===== src/rtl/instruction_fetch_controller.sv =====
// Dual-word fetch sequencer: drives the fetch PC, queues PC/PC+4 pairs and
// presents the two oldest entries to dual decode, with full flush on redirect.
module instruction_fetch_controller #(
  parameter logic [31:0] RESET_PC = 32'h0000_0000,
  parameter int unsigned FQ_DEPTH = 4
) (
  input  logic                       clk,
  input  logic                       rst_n,
  input  logic                       fetch_en,
  input  logic                       redirect_valid,
  input  logic [31:0]                redirect_pc,
  output logic [31:0]                Program_counter_IM,
  input  logic [1:0][31:0]           Instruction_IM,
  input  logic [1:0]                 deq_count,
  output logic [1:0]                 dec_valid,
  output logic [31:0]                dec_instr0,
  output logic [31:0]                dec_instr1,
  output logic [31:0]                dec_pc0,
  output logic [31:0]                dec_pc1,
  output logic [$clog2(FQ_DEPTH):0]  fq_count
);

  localparam int unsigned PtrW = $clog2(FQ_DEPTH);
  localparam int unsigned CntW = PtrW + 1;

  typedef enum logic [1:0] {StBoot, StRun, StHold} state_e;

  state_e            state_q, state_d;
  logic [31:0]       pc_q, pc_d;
  logic [CntW-1:0]   fq_count_q, fq_count_d;
  logic [PtrW-1:0]   rd_ptr_q, rd_ptr_d, wr_ptr_q, wr_ptr_d;
  logic [31:0]       q_pc    [FQ_DEPTH];
  logic [31:0]       q_instr [FQ_DEPTH];

  logic [1:0]        deq_eff, deq_acc;
  logic [CntW-1:0]   remain;
  logic              space, can_fetch, enq;
  logic [PtrW-1:0]   rd_idx1, wr_idx1;
  logic              unused_redirect_lsbs;

  assign unused_redirect_lsbs = ^redirect_pc[1:0];

  // Pointer advance modulo FQ_DEPTH; depth need not be a power of two.
  function automatic logic [PtrW-1:0] wrap_add(input logic [PtrW-1:0] ptr,
                                               input logic [1:0] inc);
    logic [CntW-1:0] sum;
    sum = CntW'(ptr) + CntW'(inc);
    if (sum >= CntW'(FQ_DEPTH)) sum = sum - CntW'(FQ_DEPTH);
    return sum[PtrW-1:0];
  endfunction

  always_comb begin
    deq_eff   = (deq_count == 2'd3) ? 2'd2 : deq_count;
    deq_acc   = (CntW'(deq_eff) > fq_count_q) ? fq_count_q[1:0] : deq_eff;
    remain    = fq_count_q - CntW'(deq_acc);
    // Same-cycle dequeue counts toward space, so decode can keep fetch streaming.
    space     = (remain <= CntW'(FQ_DEPTH - 2));
    can_fetch = fetch_en && space;
    enq       = (state_q != StBoot) && can_fetch && !redirect_valid;
    rd_idx1   = wrap_add(rd_ptr_q, 2'd1);
    wr_idx1   = wrap_add(wr_ptr_q, 2'd1);
  end

  always_comb begin
    state_d    = state_q;
    pc_d       = pc_q;
    fq_count_d = remain + (enq ? CntW'(2) : CntW'(0));
    rd_ptr_d   = wrap_add(rd_ptr_q, deq_acc);
    wr_ptr_d   = enq ? wrap_add(wr_ptr_q, 2'd2) : wr_ptr_q;
    if (enq) pc_d = pc_q + 32'd8;

    unique case (state_q)
      StBoot:  state_d = StRun;
      StRun:   if (!can_fetch) state_d = StHold;
      StHold:  if (can_fetch) state_d = StRun;
      default: state_d = StBoot;
    endcase

    if (redirect_valid) begin
      state_d    = StRun;
      pc_d       = {redirect_pc[31:2], 2'b00};
      fq_count_d = '0;
      rd_ptr_d   = '0;
      wr_ptr_d   = '0;
    end
  end

  always_ff @(posedge clk) begin
    if (!rst_n) begin
      state_q    <= StBoot;
      pc_q       <= RESET_PC;
      fq_count_q <= '0;
      rd_ptr_q   <= '0;
      wr_ptr_q   <= '0;
    end else begin
      state_q    <= state_d;
      pc_q       <= pc_d;
      fq_count_q <= fq_count_d;
      rd_ptr_q   <= rd_ptr_d;
      wr_ptr_q   <= wr_ptr_d;
    end
  end

  // Payload storage needs no reset; validity comes from fq_count alone.
  always_ff @(posedge clk) begin
    if (rst_n && enq) begin
      q_pc[wr_ptr_q]    <= pc_q;
      q_instr[wr_ptr_q] <= Instruction_IM[0];
      q_pc[wr_idx1]     <= pc_q + 32'd4;
      q_instr[wr_idx1]  <= Instruction_IM[1];
    end
  end

  always_comb begin
    dec_valid[0] = (fq_count_q >= CntW'(1));
    dec_valid[1] = (fq_count_q >= CntW'(2));
    dec_pc0      = dec_valid[0] ? q_pc[rd_ptr_q]    : 32'd0;
    dec_instr0   = dec_valid[0] ? q_instr[rd_ptr_q] : 32'd0;
    dec_pc1      = dec_valid[1] ? q_pc[rd_idx1]     : 32'd0;
    dec_instr1   = dec_valid[1] ? q_instr[rd_idx1]  : 32'd0;
  end

  assign Program_counter_IM = pc_q;
  assign fq_count           = fq_count_q;

endmodule


===== config.mk =====
export PLATFORM = sky130hd
export DESIGN_NAME = instruction_fetch_controller
export DESIGN_NICKNAME = d
export VERILOG_FILES = /design/src/rtl/instruction_fetch_controller.sv
export SDC_FILE = /design/constraint.sdc
export NUM_CORES = 1
export LEC_CHECK = 0
export BUFFER_PORTS_ARGS = -buffer_cell sky130_fd_sc_hd__buf_2
export CORE_ASPECT_RATIO = 1.4
export CORE_MARGIN = 1
export CORE_UTILIZATION = 55
export DETAILED_ROUTE_END_ITERATION = 8
export HOLD_SLACK_MARGIN = 0.03
export PLACE_DENSITY = 0.79
export SETUP_SLACK_MARGIN = 0.02
export SYNTH_ARGS = -nofsm -noshare
export SYNTH_HDL_FRONTEND = slang
export SYNTH_SLANG_ARGS = --single-unit

===== constraint.sdc =====
create_clock -name clk -period 15.2 [get_ports clk]
set_input_delay 2.28 -clock clk [delete_from_list [all_inputs] [get_ports clk]]
set_output_delay 2.28 -clock clk [all_outputs]
set_load 0.05 [all_outputs]

==> flow_metrics.env <==
export IMPL_clock_path_buffers=3
export IMPL_drt_pass1_iter_count=6
export IMPL_nFillCells=1776
export IMPL_clockRootBuffer="clkbuf_16"
export IMPL_final_net_count=1217
export IMPL_dp_cells=1393
export IMPL_antenna_found_initial=0
export IMPL_grt_ovfl_total=0
export IMPL_cp_end_kind="register"
export IMPL_power_frac_comb=0.301
export IMPL_rows=68
export IMPL_tightest_slew_ns=1.18
export IMPL_worstPathCellList="buf_2, ha_1, nor2b_1, o21ai_0, mux2i_1, ha_1, inv_1, fa_1, nor2b_1, nor3_2, and3_4, buf_4"
export IMPL_crit_path_top_delay_cell="buf_4"
export IMPL_dieArea_sq_um=25700
export IMPL_die_width_um=136
export IMPL_area_growth_syn_to_layout_pct=17.8
export IMPL_tritoncts="yes"
export IMPL_portBuffers=258
export IMPL_ys_flop_type="edfxtp_1"
export IMPL_finalPower_mw=2.33
export IMPL_synth_edf_count=248
export IMPL_relSlewSlack=0.211
export IMPL_hold_violations=0
export IMPL_cts_setup_buffers=0
export IMPL_synth_area_leader_cell="edfxtp_1"
export IMPL_crit_path_start_kind="input pin"
export IMPL_fmax_mhz=145
export IMPL_drv_slew=0
export IMPL_via_count=8607
export IMPL_pwr_share_seq=0.395
export IMPL_htreeDepth=1
export IMPL_core_area_sq_um=24700
export IMPL_final_util=0.659
export IMPL_grt_usage=0.239
export IMPL_leakagePower_nw=5.77
export IMPL_drt_iter0_drc=485
export IMPL_rsz0062_at_grt="no"
export IMPL_critical_path_class="in -> reg"
export IMPL_cellInternalPower_mw=1.50
export IMPL_synth_most_common_cell="edfxtp_1"
export IMPL_required_ns=15.34
export IMPL_synthArstFlopShare=0
export IMPL_grt_max_degree=87
export IMPL_met2_usage=0.423
export IMPL_synth_cell_area_sq_um=13800
export IMPL_status="finished clean"
export IMPL_fin_skew_ns=0.0119
export IMPL_ys_ff_latch=286
export IMPL_crit_fanout=86
export IMPL_drtAntennaViolNets=0
export IMPL_placed_area_sq_um=15300
export IMPL_whs_ns=0.576
export IMPL_cts_sinks=286
export IMPL_holdBufCountCts=0
export IMPL_place_hpwl_mm=20.3
export IMPL_start_util=0.559
export IMPL_fin_cells=1443
export IMPL_grt_use_met1=0.297
export IMPL_cts_buffers=27
export IMPL_cts_resized=0
export IMPL_ys_types=41
export IMPL_critPathArrivalTime_ns=7.02
export IMPL_fin_tns_setup_ns=0
export IMPL_grt_pass1_wl_mm=47.0
export IMPL_netSwitchingFraction=0.357
export IMPL_clkTransAtPathRegs_ns=0.07
export IMPL_routabilityCongestion=0.834
export IMPL_powerDensity_nw_per_um2=143
export IMPL_drt_wl_total_mm=30.4
export IMPL_dpl_worst_slack_ns=7.83
export IMPL_syn_inst=878
export IMPL_drcViolationCount=0
export IMPL_io_pins=267
export IMPL_clkPwrFrac=0.304
export IMPL_drv_cap=0
export IMPL_finalCriticalPeriod_ns=6.88
export IMPL_avgSynthCellArea_sq_um=15.7
export IMPL_peakVddDrop_mv=0.100
export IMPL_fin_crit_sh=0.453
export IMPL_design_area_sq_um=16300
export IMPL_r2r_start="fq_count[1]"
export IMPL_yosys_top_cells_area="edfxtp_1 54%, mux4_2 20%, dfxtp_1 5.5%, nor2b_1 3.0%, and2_1 2.9%"
export IMPL_wl_per_cell_um=21.1
export IMPL_fp_dieH_um=189
export IMPL_ys_warn_count=0
export IMPL_setup_violations=0
export IMPL_grt_util_met3=0.0236
export IMPL_synth_top_area_share=0.540
export IMPL_grt_pass1_vias=8647
export IMPL_grt_busiest_layer="met2"
export IMPL_layout_drive_gt1_share=0.397
export IMPL_min_from="wr_ptr_q[1]"
export IMPL_ys_top_cells_by_count="248 x edfxtp_1, 124 x mux4_2, 66 x nor2b_1"
export IMPL_critPathLaunch="deq_count[1]"
export IMPL_slowest_delay_ns=0.94
export IMPL_hold_path_class="reg -> reg"
export IMPL_seq_area_frac_synth=0.595
export IMPL_setup_ws_ns=8.32
export IMPL_power_switching_mw=0.830
export IMPL_viasPerCell=5.96
export IMPL_clk_insertion_delay_late_ns=0.53
export IMPL_n_antenna_cell=0
-- power by group through the flow --
stage,Combinational [mW],Clock [mW],Sequential (mW)
after CTS,0.708,0.718,0.919
after floorplan,0.532,0,0.941
final,0.701,0.706,0.919
after global placement,0.699,0,0.933
after detailed placement,0.705,0,0.936
after global routing,0.737,0.748,0.924
-- cell families (layout without fill, tap and decap cells) --
logic type / after synthesis / in the layout / share of synthesized area
buffers and inverters: 81 / 326 / 0.0245
adder cells (fa/ha/maj): 9 / 9 / 0.00853
XOR/XNOR: 58 / 58 / 0.0368
AND/OR/NAND/NOR: 254 / 254 / 0.106
other: 1 / 6 / 0.000272
AO/OA/AOI/OAI: 62 / 62 / 0.0241
multiplexers: 127 / 127 / 0.205
flip-flops: 286 / 286 / 0.595
-- state kept, by name, indices dropped and copies added, names as in the netlist --
register,cells
q_instr,128
q_pc,120
Program_counter_IM,30
fq_count,3
rd_ptr_q,2
state_q,2
wr_ptr_q,1
-- path summary, 6_finish.rpt --
kind,endpoint,slack (ns),cells after the start
setup / recovery,q_instr[2][31],8.32,12
hold / removal,wr_ptr_q[1],0.58,2
hold reg to reg,wr_ptr_q[1],0.58,2
setup reg to reg,q_instr[2][31],9.70,12
-- placed cells by master (no fill, tap or decap), types with 7 or more instances in the layout --
| master | instances |
|---|---|
| xor2_1 | 22 |
| buf_2 | 258 |
| nor2_1 | 20 |
| nand4_1 | 26 |
| nor2b_1 | 66 |
| dfxtp_1 | 36 |
| xnor2_1 | 36 |
| clkbuf_16 | 27 |
| and3_1 | 7 |
| mux4_2 | 124 |
| and2_1 | 64 |
| edfxtp_1 | 248 |
| nor3_1 | 7 |
| nand2_1 | 23 |
| nand3_1 | 16 |
| a21oi_1 | 23 |
| buf_4 | 11 |
| ha_1 | 7 |
| o21ai_0 | 31 |
-- area by class of cell --
cell class | count | area, sq um | share of cell area
well taps | 315 | 394 | 0.0243
multi-input cells | 516 | 5290 | 0.326
flip-flops and latches | 286 | 8220 | 0.506
clock buffers | 37 | 773 | 0.0476
inverters | 7 | 26.3 | 0.00162
clock inverters | 13 | 176 | 0.0109
repair buffers | 269 | 1370 | 0.0845
-- routing by layer --
metal	routed length [um]	share of wire
met5	0	0
met4	1200	0.039
met3	1650	0.054
met2	16200	0.53
met1	11400	0.37
-- worst max-delay path: cells and delay by family --
family,cells,cell delay (ns)
AOI/OAI and AO/OA,1,0.30
adders and majority gates,3,0.95
buffers and inverters,3,1.11
muxes,1,0.30
and+or+nand+nor,4,1.95
Note: power is estimated with default switching activity, not from simulation.
